<file path="src/rtl/stream_mux.sv">
// ---------------------------------------------------------------------------
// stream_mux
//
// Registered N-way valid/ready stream multiplexer. It selects one of NUM_IN
// input streams, either by an explicit index (sel) or by round-robin among
// the valid channels. The chosen word lands in a single output register.
//
// Optional feature macro: STREAM_MUX_CNT_EN
//   When defined, this adds a 32-bit output transfer counter on port xfer_count.
//
// Parameters
//   WIDTH   data width per channel (>= 1)
//   NUM_IN  number of input channels (>= 2)
//
// Ports
//   clk        single clock, rising edge
//   rst_n      synchronous active-low reset
//   in_data    NUM_IN*WIDTH, channel i at [i*WIDTH +: WIDTH]
//   in_valid   per-channel valid
//   in_ready   per-channel ready, at most one bit high
//   sel        channel index used in fixed mode
//   rr_mode    0 = fixed select, 1 = round-robin
//   out_data   registered selected word
//   out_valid  out_data holds an unconsumed word
//   out_ready  consumer accepts out_data this cycle
//   grant_id   index of the channel that supplied out_data
//   xfer_count (STREAM_MUX_CNT_EN only) number of output transfers, wraps
// ---------------------------------------------------------------------------
module stream_mux #(
    parameter int WIDTH  = 16,
    parameter int NUM_IN = 4
) (
    input  logic                        clk,
    input  logic                        rst_n,
    input  logic [NUM_IN*WIDTH-1:0]     in_data,
    input  logic [NUM_IN-1:0]           in_valid,
    output logic [NUM_IN-1:0]           in_ready,
    input  logic [$clog2(NUM_IN)-1:0]   sel,
    input  logic                        rr_mode,
    output logic [WIDTH-1:0]            out_data,
    output logic                        out_valid,
    input  logic                        out_ready,
    output logic [$clog2(NUM_IN)-1:0]   grant_id
`ifdef STREAM_MUX_CNT_EN
    ,
    output logic [31:0]                 xfer_count
`endif
);

    localparam int SEL_W = $clog2(NUM_IN);

    // Round-robin pick: first valid channel scanning ptr+1, ptr+2, ... modulo
    // NUM_IN. The MSB of the result flags that some channel was found.
    function automatic logic [SEL_W:0] rr_pick(input logic [NUM_IN-1:0] valid,
                                              input logic [SEL_W-1:0]  ptr);
        logic [SEL_W:0] res;
        int             idx;
        res = '0;
        for (int k = 1; k <= NUM_IN; k++) begin
            idx = (int'(ptr) + k) % NUM_IN;
            if (!res[SEL_W] && valid[idx]) begin
                res = {1'b1, SEL_W'(idx)};
            end
        end
        return res;
    endfunction

    logic [WIDTH-1:0] ch_data [NUM_IN];

    logic [WIDTH-1:0] out_data_q,  out_data_d;
    logic             out_valid_q, out_valid_d;
    logic [SEL_W-1:0] grant_q,     grant_d;
    logic [SEL_W-1:0] ptr_q,       ptr_d;

    logic [SEL_W:0]   rr_res;
    logic             chosen_found;
    logic [SEL_W-1:0] chosen_idx;
    logic             can_load;
    logic             in_xfer;
    logic             out_xfer;

    always_comb begin
        rr_res       = rr_pick(in_valid, ptr_q);
        chosen_found = 1'b0;
        chosen_idx   = '0;
        if (rr_mode) begin
            chosen_found = rr_res[SEL_W];
            chosen_idx   = rr_res[SEL_W-1:0];
        end else begin
            // For non-power-of-two NUM_IN, sel can point past the last channel.
            chosen_found = (int'(sel) < NUM_IN);
            chosen_idx   = sel;
        end
    end

    assign can_load = !out_valid_q || out_ready;

    // Ready is one-hot on the chosen channel. In fixed mode it is asserted
    // even if that channel is not valid. It is forced low during reset.
    for (genvar gi = 0; gi < NUM_IN; gi++) begin : g_chan
        assign ch_data[gi]  = in_data[gi*WIDTH +: WIDTH];
        assign in_ready[gi] = rst_n && can_load && chosen_found &&
                              (chosen_idx == SEL_W'(gi));
    end

    assign in_xfer  = |(in_valid & in_ready);
    assign out_xfer = out_valid_q && out_ready;

    always_comb begin
        out_data_d  = out_data_q;
        grant_d     = grant_q;
        ptr_d       = ptr_q;
        // Hold while stalled. Drop when the word drains and nothing new arrives.
        out_valid_d = in_xfer || (out_valid_q && !out_ready);
        if (in_xfer) begin
            out_data_d = ch_data[chosen_idx];
            grant_d    = chosen_idx;
            if (rr_mode) begin
                ptr_d = chosen_idx;
            end
        end
    end

    always_ff @(posedge clk) begin
        if (!rst_n) begin
            out_data_q  <= '0;
            out_valid_q <= 1'b0;
            grant_q     <= '0;
            // Start just behind channel 0 so that channel 0 wins first.
            ptr_q       <= SEL_W'(NUM_IN - 1);
        end else begin
            out_data_q  <= out_data_d;
            out_valid_q <= out_valid_d;
            grant_q     <= grant_d;
            ptr_q       <= ptr_d;
        end
    end

    assign out_data  = out_data_q;
    assign out_valid = out_valid_q;
    assign grant_id  = grant_q;

`ifdef STREAM_MUX_CNT_EN
    logic [31:0] cnt_q, cnt_d;

    // Wraps naturally from 0xFFFFFFFF to 0.
    assign cnt_d = out_xfer ? cnt_q + 32'd1 : cnt_q;

    always_ff @(posedge clk) begin
        if (!rst_n) begin
            cnt_q <= '0;
        end else begin
            cnt_q <= cnt_d;
        end
    end

    assign xfer_count = cnt_q;
`else
    logic unused_out_xfer;
    assign unused_out_xfer = out_xfer;
`endif

endmodule
</file>
<file path="config.mk">
export PLATFORM = sky130hd
export DESIGN_NAME = stream_mux
export DESIGN_NICKNAME = d
export VERILOG_FILES = /design/src/rtl/stream_mux.sv
export SDC_FILE = /design/constraint.sdc
export NUM_CORES = 1
export LEC_CHECK = 0
export ABC_AREA = 1
export CAP_MARGIN = 30
export CORE_MARGIN = 3
export CORE_UTILIZATION = 43
export CTS_CLUSTER_DIAMETER = 100
export DETAILED_ROUTE_END_ITERATION = 10
export PLACE_DENSITY = 0.87
export SYNTH_ARGS = -nofsm -noshare
export SYNTH_HDL_FRONTEND = slang
export SYNTH_SLANG_ARGS = --single-unit
</file>
<file path="constraint.sdc">
create_clock -name clk -period 5.72 [get_ports clk]
set_input_delay 0.858 -clock clk [delete_from_list [all_inputs] [get_ports clk]]
set_output_delay 0.858 -clock clk [all_outputs]
set_load 0.05 [all_outputs]
</file>
Yosys cells after proc, flatten, opt, wreduce, memory -nomap -nowiden. Cells that the tools add are included.

Flip-flop bits (word level): 21. Word-level logic and storage cells: 67. Output and inout bits: 23.

Equal/unequal tests: 3. Reductions and logical operators: 24. Muxes and demuxes: 21. $add $sub $neg: 4. Bitwise gates (word level): 6. Order comparisons: 5.

Operator list (count): $bmux 16 s2 (1); $mux 16 (2); $lt 3x4->1 const B (4); $mux 3 (4); $logic_and 1x1->1 (10); $mux 1 (9); $bmux 1 s2 (4); $reduce_or 2->1 (4); $logic_not 1->1 (5); $add 2x1->2 const B (2); $add 2x2->2 const B (2); $and 1x1->1 const A (4); $and 4x4->4 (1); $eq 2x2->1 const B (2); $reduce_or 4->1 (1); $ge 3x3->1 const B (1); $not 2->3 (1); $eq 2x1->1 const B (1); $logic_not 2->1 (1); $logic_or 1x1->1 (2); $mux 2 (1); $reduce_and 2->1 (1).

Depth between registers and ports, before layout.
Depth in word-level cells: 22. Depth in mapped cells: 19. Depth with buffers taken out: 17.

Worst setup path after synthesis. No wires, ideal clock.

Kind: input-to-output. From: input port in_valid[2]. To: output port in_ready[0]. Data required time: 4862 ps. Cell stages on the path: 11. Buffers on the path: 2. Data arrival time: 2496 ps. Slack: 2366 ps. Cell sequence: nand2_1 -> nand2_2 -> nor2_2 -> nand3_2 -> o21ai_2 -> inv_1 -> nand2_1 -> nand2_2 -> buf_6 -> buf_4 -> nor2_1.

Word-level cells in the longest chain between the ends: 16.

Ends and longest elaborated chain: start, declared (line 36) `input logic [NUM_IN-1:0] in_valid,`; $bmux 1 s2 (line 61) `if (!res[SEL_W] && valid[idx]) begin`; $mux 1 (not written as such) (2 in series) (line 61); $mux 3 (line 61); $logic_not 1->1 (line 61); $logic_and 1x1->1 (line 61); $mux 3 (line 61); $logic_not 1->1 (line 61); $logic_and 1x1->1 (line 61); $mux 3 (line 61); $logic_not 1->1 (line 61); $logic_and 1x1->1 (line 61); $mux 3 (*) (line 61); $mux 2 / $mux 1 (equally long branches) (line 86) `if (rr_mode) begin`; $logic_not 2->1 / $logic_and 1x1->1 (equally long branches) (line 103, 102); $logic_and 1x1->1 (*) (line 102) `assign in_ready[gi] = rst_n && can_load && chosen_found &&`; end, declared (line 37) `output logic [NUM_IN-1:0] in_ready,`.

Every way passes the cells marked *; elsewhere a longest branch is shown, timed or not. The select of a mux whose other input is x is not followed.

Final worst setup path.
From: input port in_valid[2]. To: output port in_ready[3].

Word-level cells in the longest chain between the ends: 16.

Ends and longest elaborated chain (line): $bmux 1 s2 (61); $mux 1 (not written as such) (2 in series) (61); $mux 3 (61); $logic_not 1->1 (61); $logic_and 1x1->1 (61); $mux 3 (61); $logic_not 1->1 (61); $logic_and 1x1->1 (61); $mux 3 (61); $logic_not 1->1 (61); $logic_and 1x1->1 (61); $mux 3 (*) (61); $mux 2 / $mux 1 (equally long branches) (86); $eq 2x2->1 / $logic_and 1x1->1 (equally long branches) (103, 102); $logic_and 1x1->1 (*) (102).

Marked as above.

==> impl_results.rst <==
.. list-table::
   :header-rows: 1

   * - Metric
     - Value
   * - Run status
     - complete, no violations
   * - Yosys top cell area share
     - 26.4%
   * - Classification of the worst-slack hold path
     - reg2reg
   * - Root buffer cell
     - clkbuf_8
   * - Leading cell types in the layout, fill and taps excluded
     - 128 x nand2_1, 96 x clkdlybuf4s50_1, 40 x nor2_1, 22 x a21oi_1, 21 x dfxtp_1
   * - Largest net degree at the start of global routing
     - 36
   * - Area occupied by multi-input gates
     - 1230 sq um
   * - Total power density per cell area
     - 260 nW/um^2
   * - Proportion of synthesized chip area in sequential cells
     - 23.1%
   * - Number of cells upsized or downsized after cts
     - 0
   * - Terminating pin of the worst hold path
     - out_data[9]
   * - Number of design-rule violations left by the first detailed-router iteration
     - 146
   * - Clock transition at the register clock pins on the worst setup and hold paths after CTS
     - 70 ps
   * - Instance area at placement
     - 2730 sq um
   * - Distinct cells, synth
     - 23
   * - Die extent in y
     - 71.1 um
   * - Number of hold-slack violations in the final timing report
     - 0
   * - Worst reg2reg path depth
     - 14
   * - Number of vias after detailed routing
     - 2223
   * - Most used cell along the critical path
     - nand2_1
   * - GR Overflow Total
     - 0
   * - Maximum single-stage delay on the critical path
     - 840 ps
   * - Filler instances
     - 382
   * - Final number of setup-violating endpoints
     - 0
   * - Max stage delay cell, worst path
     - clkdlybuf4s50_1
   * - Post-Route Setup TNS
     - 0 ps
   * - Clock tree sinks
     - 21
   * - Global-route wire length before repair
     - 8890 um
   * - DRC violations left
     - 0
   * - Number of max-slew violations in the final report
     - 0
   * - Final worst-path cycle share
     - 79.9%
   * - Post-CTS Hold Fix Bufs
     - 0
   * - Post-route clock skew
     - 4.30 ps
   * - CTS max path bufs
     - 2
   * - Total number of yosys warnings
     - 0
   * - Kind of cell adding the most delay to the critical path
     - buffers and inverters
   * - Clock insertion delay at the later pin of the skew report
     - 260 ps
   * - Leading cell type in the layout, fill and taps excluded
     - nand2_1
   * - Detailed-route wire length
     - 5470 um
   * - Crit path buf inv count
     - 3
   * - Launch point of the worst hold path
     - out_data[9]
   * - Critical R2R Launch
     - ptr_q[0]
   * - Site Rows
     - 23
   * - Shortest period the worst path allows
     - 4570 ps
   * - Starting density of the core
     - 45.2%
   * - Hold path cells
     - 2
   * - Post-synthesis instance area
     - 1820 sq um
   * - Worst slew slack as a fraction of its limit
     - 52.3%
   * - Syn_area_per_cell
     - 5.74 sq um
   * - Max Fclk
     - 219 MHz
   * - Worst Path Class, Setup
     - in2out
   * - Post-route ant nets
     - 0
   * - Vias in the first global route
     - 2080
   * - Count of maximum capacitance violations
     - 0
   * - Global placement routability congestion
     - 0.909
   * - Setup repair after global routing missed its margin
     - false
   * - Depth of the CTS H-tree
     - 1
   * - End of the worst register-to-register path
     - out_data[14]
   * - Die area
     - 5050 sq um
   * - Number of nets in the synthesized netlist
     - 391
   * - Cell Chain, Critical Path
     - clkdlybuf4s50_1 -> nand2_1 -> nand2_2 -> nand2_2 -> nand2_1 -> nor2_1 -> nand2_1 -> nand2_1 -> nand3_2 -> nand2_2 -> nor2_2 -> inv_1 -> nor2_1 -> clkdlybuf4s50_1
   * - Length of the first detailed-routing pass in iterations
     - 5
   * - Post-Synthesis Cells
     - 317
   * - Detailed placer's ending HPWL
     - 4210 um
   * - Transition time at the pin with the least slew margin
     - 714 ps
   * - Crit path launch type
     - input pin
   * - Layout-stage area growth over the synthesis result
     - 52.3%
   * - CTS tree
     - done
   * - Required time at the endpoint of the critical path
     - 4860 ps
   * - Area contributors post-synth
     - nand2_1 26%, dfxtp_1 23%, nor2_1 8.2%, a21oi_1 6.0%, nand3_1 4.4%
   * - Antenna violations before repair
     - 0
   * - Leakage dissipation
     - 1.29 nW
   * - Layout Cell Area excl Fill
     - 2770 sq um
   * - WL/cell
     - 12.1 um
   * - Number of top-level design ports
     - 97
   * - Post-CTS setup buffers
     - 0
   * - Nets
     - 475
   * - Cell type with the largest total area after synthesis
     - nand2_1
   * - Fraction of final layout cells sized beyond drive strength 1
     - 10.3%
   * - Diode count
     - 0
   * - Number of buffers created by CTS
     - 3
   * - FF/Latch Area
     - 420 sq um
   * - Worst endpoint data arrival time
     - 3710 ps
   * - Detail-routed via count per cell
     - 4.94
   * - Reg2Reg Setup Slack
     - 2830 ps
   * - Core area
     - 4030 sq um
   * - Worst VDD drop
     - 150 uV
   * - Port bufs
     - 96
   * - Number of synthesized register bits
     - 21
   * - Crit path max fanout
     - 33
   * - X dimension of the die
     - 71.1 um
   * - Global-route usage over all layers
     - 21.5%
   * - Category of the worst setup path capture point
     - output port
==> worst reg2reg max path, delay by kind of cell, from the launching register on <==
family	cells	cell delay [ps]
buf+inv	1	160
simple gates	12	1960
flops	1	570
compound gates	1	140
==> cell usage after synthesis <==
cell type and number:
buf_2 6, nand2_1 128, nor2_2 3, clkbuf_1 3, buf_4 4, nor2_4 2, o21bai_1 10, nand4_1 6
nand3_1 16, a21oi_1 22, buf_6 4, or2_2 12, nand3_2 3, inv_1 10, o21bai_2 1, inv_2 4
nand2_2 10, dfxtp_1 21, o21ai_0 8, nor2_1 40, nand2_4 2, o21ai_2 1, a31oi_1 1
==> how the worst max path moves through the flow <==
stage                      startpoint          end  slack (ps)  cells past startpoint
after floorplan           in_valid[2]  in_ready[0]        2370                     11
after global placement    in_valid[2]  in_ready[3]        1220                     14
after detailed placement  in_valid[0]  in_ready[3]        1130                     14
after CTS                 in_valid[2]  in_ready[3]        1110                     14
after global routing      in_valid[2]  in_ready[3]         920                     14
final                     in_valid[2]  in_ready[3]        1150                     14
==> power breakdown <==
group	switching (mW)	internal (mW)	leakage, nW
clock	0.0485	0.0496	0.0228
combinational	0.269	0.166	1.09
sequential	0.0162	0.171	0.173
total	0.333	0.387	1.29
==> state kept, by name (all words and copies together) (netlist names) <==
register,count
out_data,16
grant_id,2
ptr_q,2
out_valid,1
==> per-stage QoR <==
step | instances | util [%] | hold WS, ps | setup slack, ps | total power [mW]
after floorplan | 317 | - | 560 | 2370 | 0.497
after global placement | 446 | 67.7 | 462 | 1220 | 0.619
after detailed placement | 446 | 67.7 | 472 | 1130 | 0.626
after CTS | 450 | 68.8 | 489 | 1110 | 0.724
after global routing | 450 | 68.8 | 505 | 920 | 0.772
final | 450 | 68.8 | 485 | 1150 | 0.720
==> metal layers <==
metal | track usage, % | part of all wire [%] | vias to the layer above
met3 | 6.11 | 8.5 | 10
li1 | - | - | 1168
met1 | 25.6 | 38 | 961
met4 | 6.68 | 2.1 | 0
met5 | 0 | 0 | -
met2 | 37.3 | 51 | 84
==> cell type report <==
type | instances | area share (%)
multi-input cells | 265 | 44.4
inverters | 14 | 1.90
repair buffers | 96 | 34.7
flip-flops and latches | 21 | 15.2
well taps | 50 | 2.26
clock buffers | 4 | 1.62
==> kinds of logic (layout without fill, tap and decap cells) <==
| family | after synthesis | count (layout) | share of synthesized area (%) |
|---|---|---|---|
| AOI/OAI and AO/OA | 43 | 43 | 13.8 |
| buffers and inverters | 31 | 114 | 9.28 |
| DFF | 21 | 21 | 23.1 |
| and+or+nand+nor | 222 | 222 | 53.8 |
No activity file was read; power rests on OpenSTA's default activity.
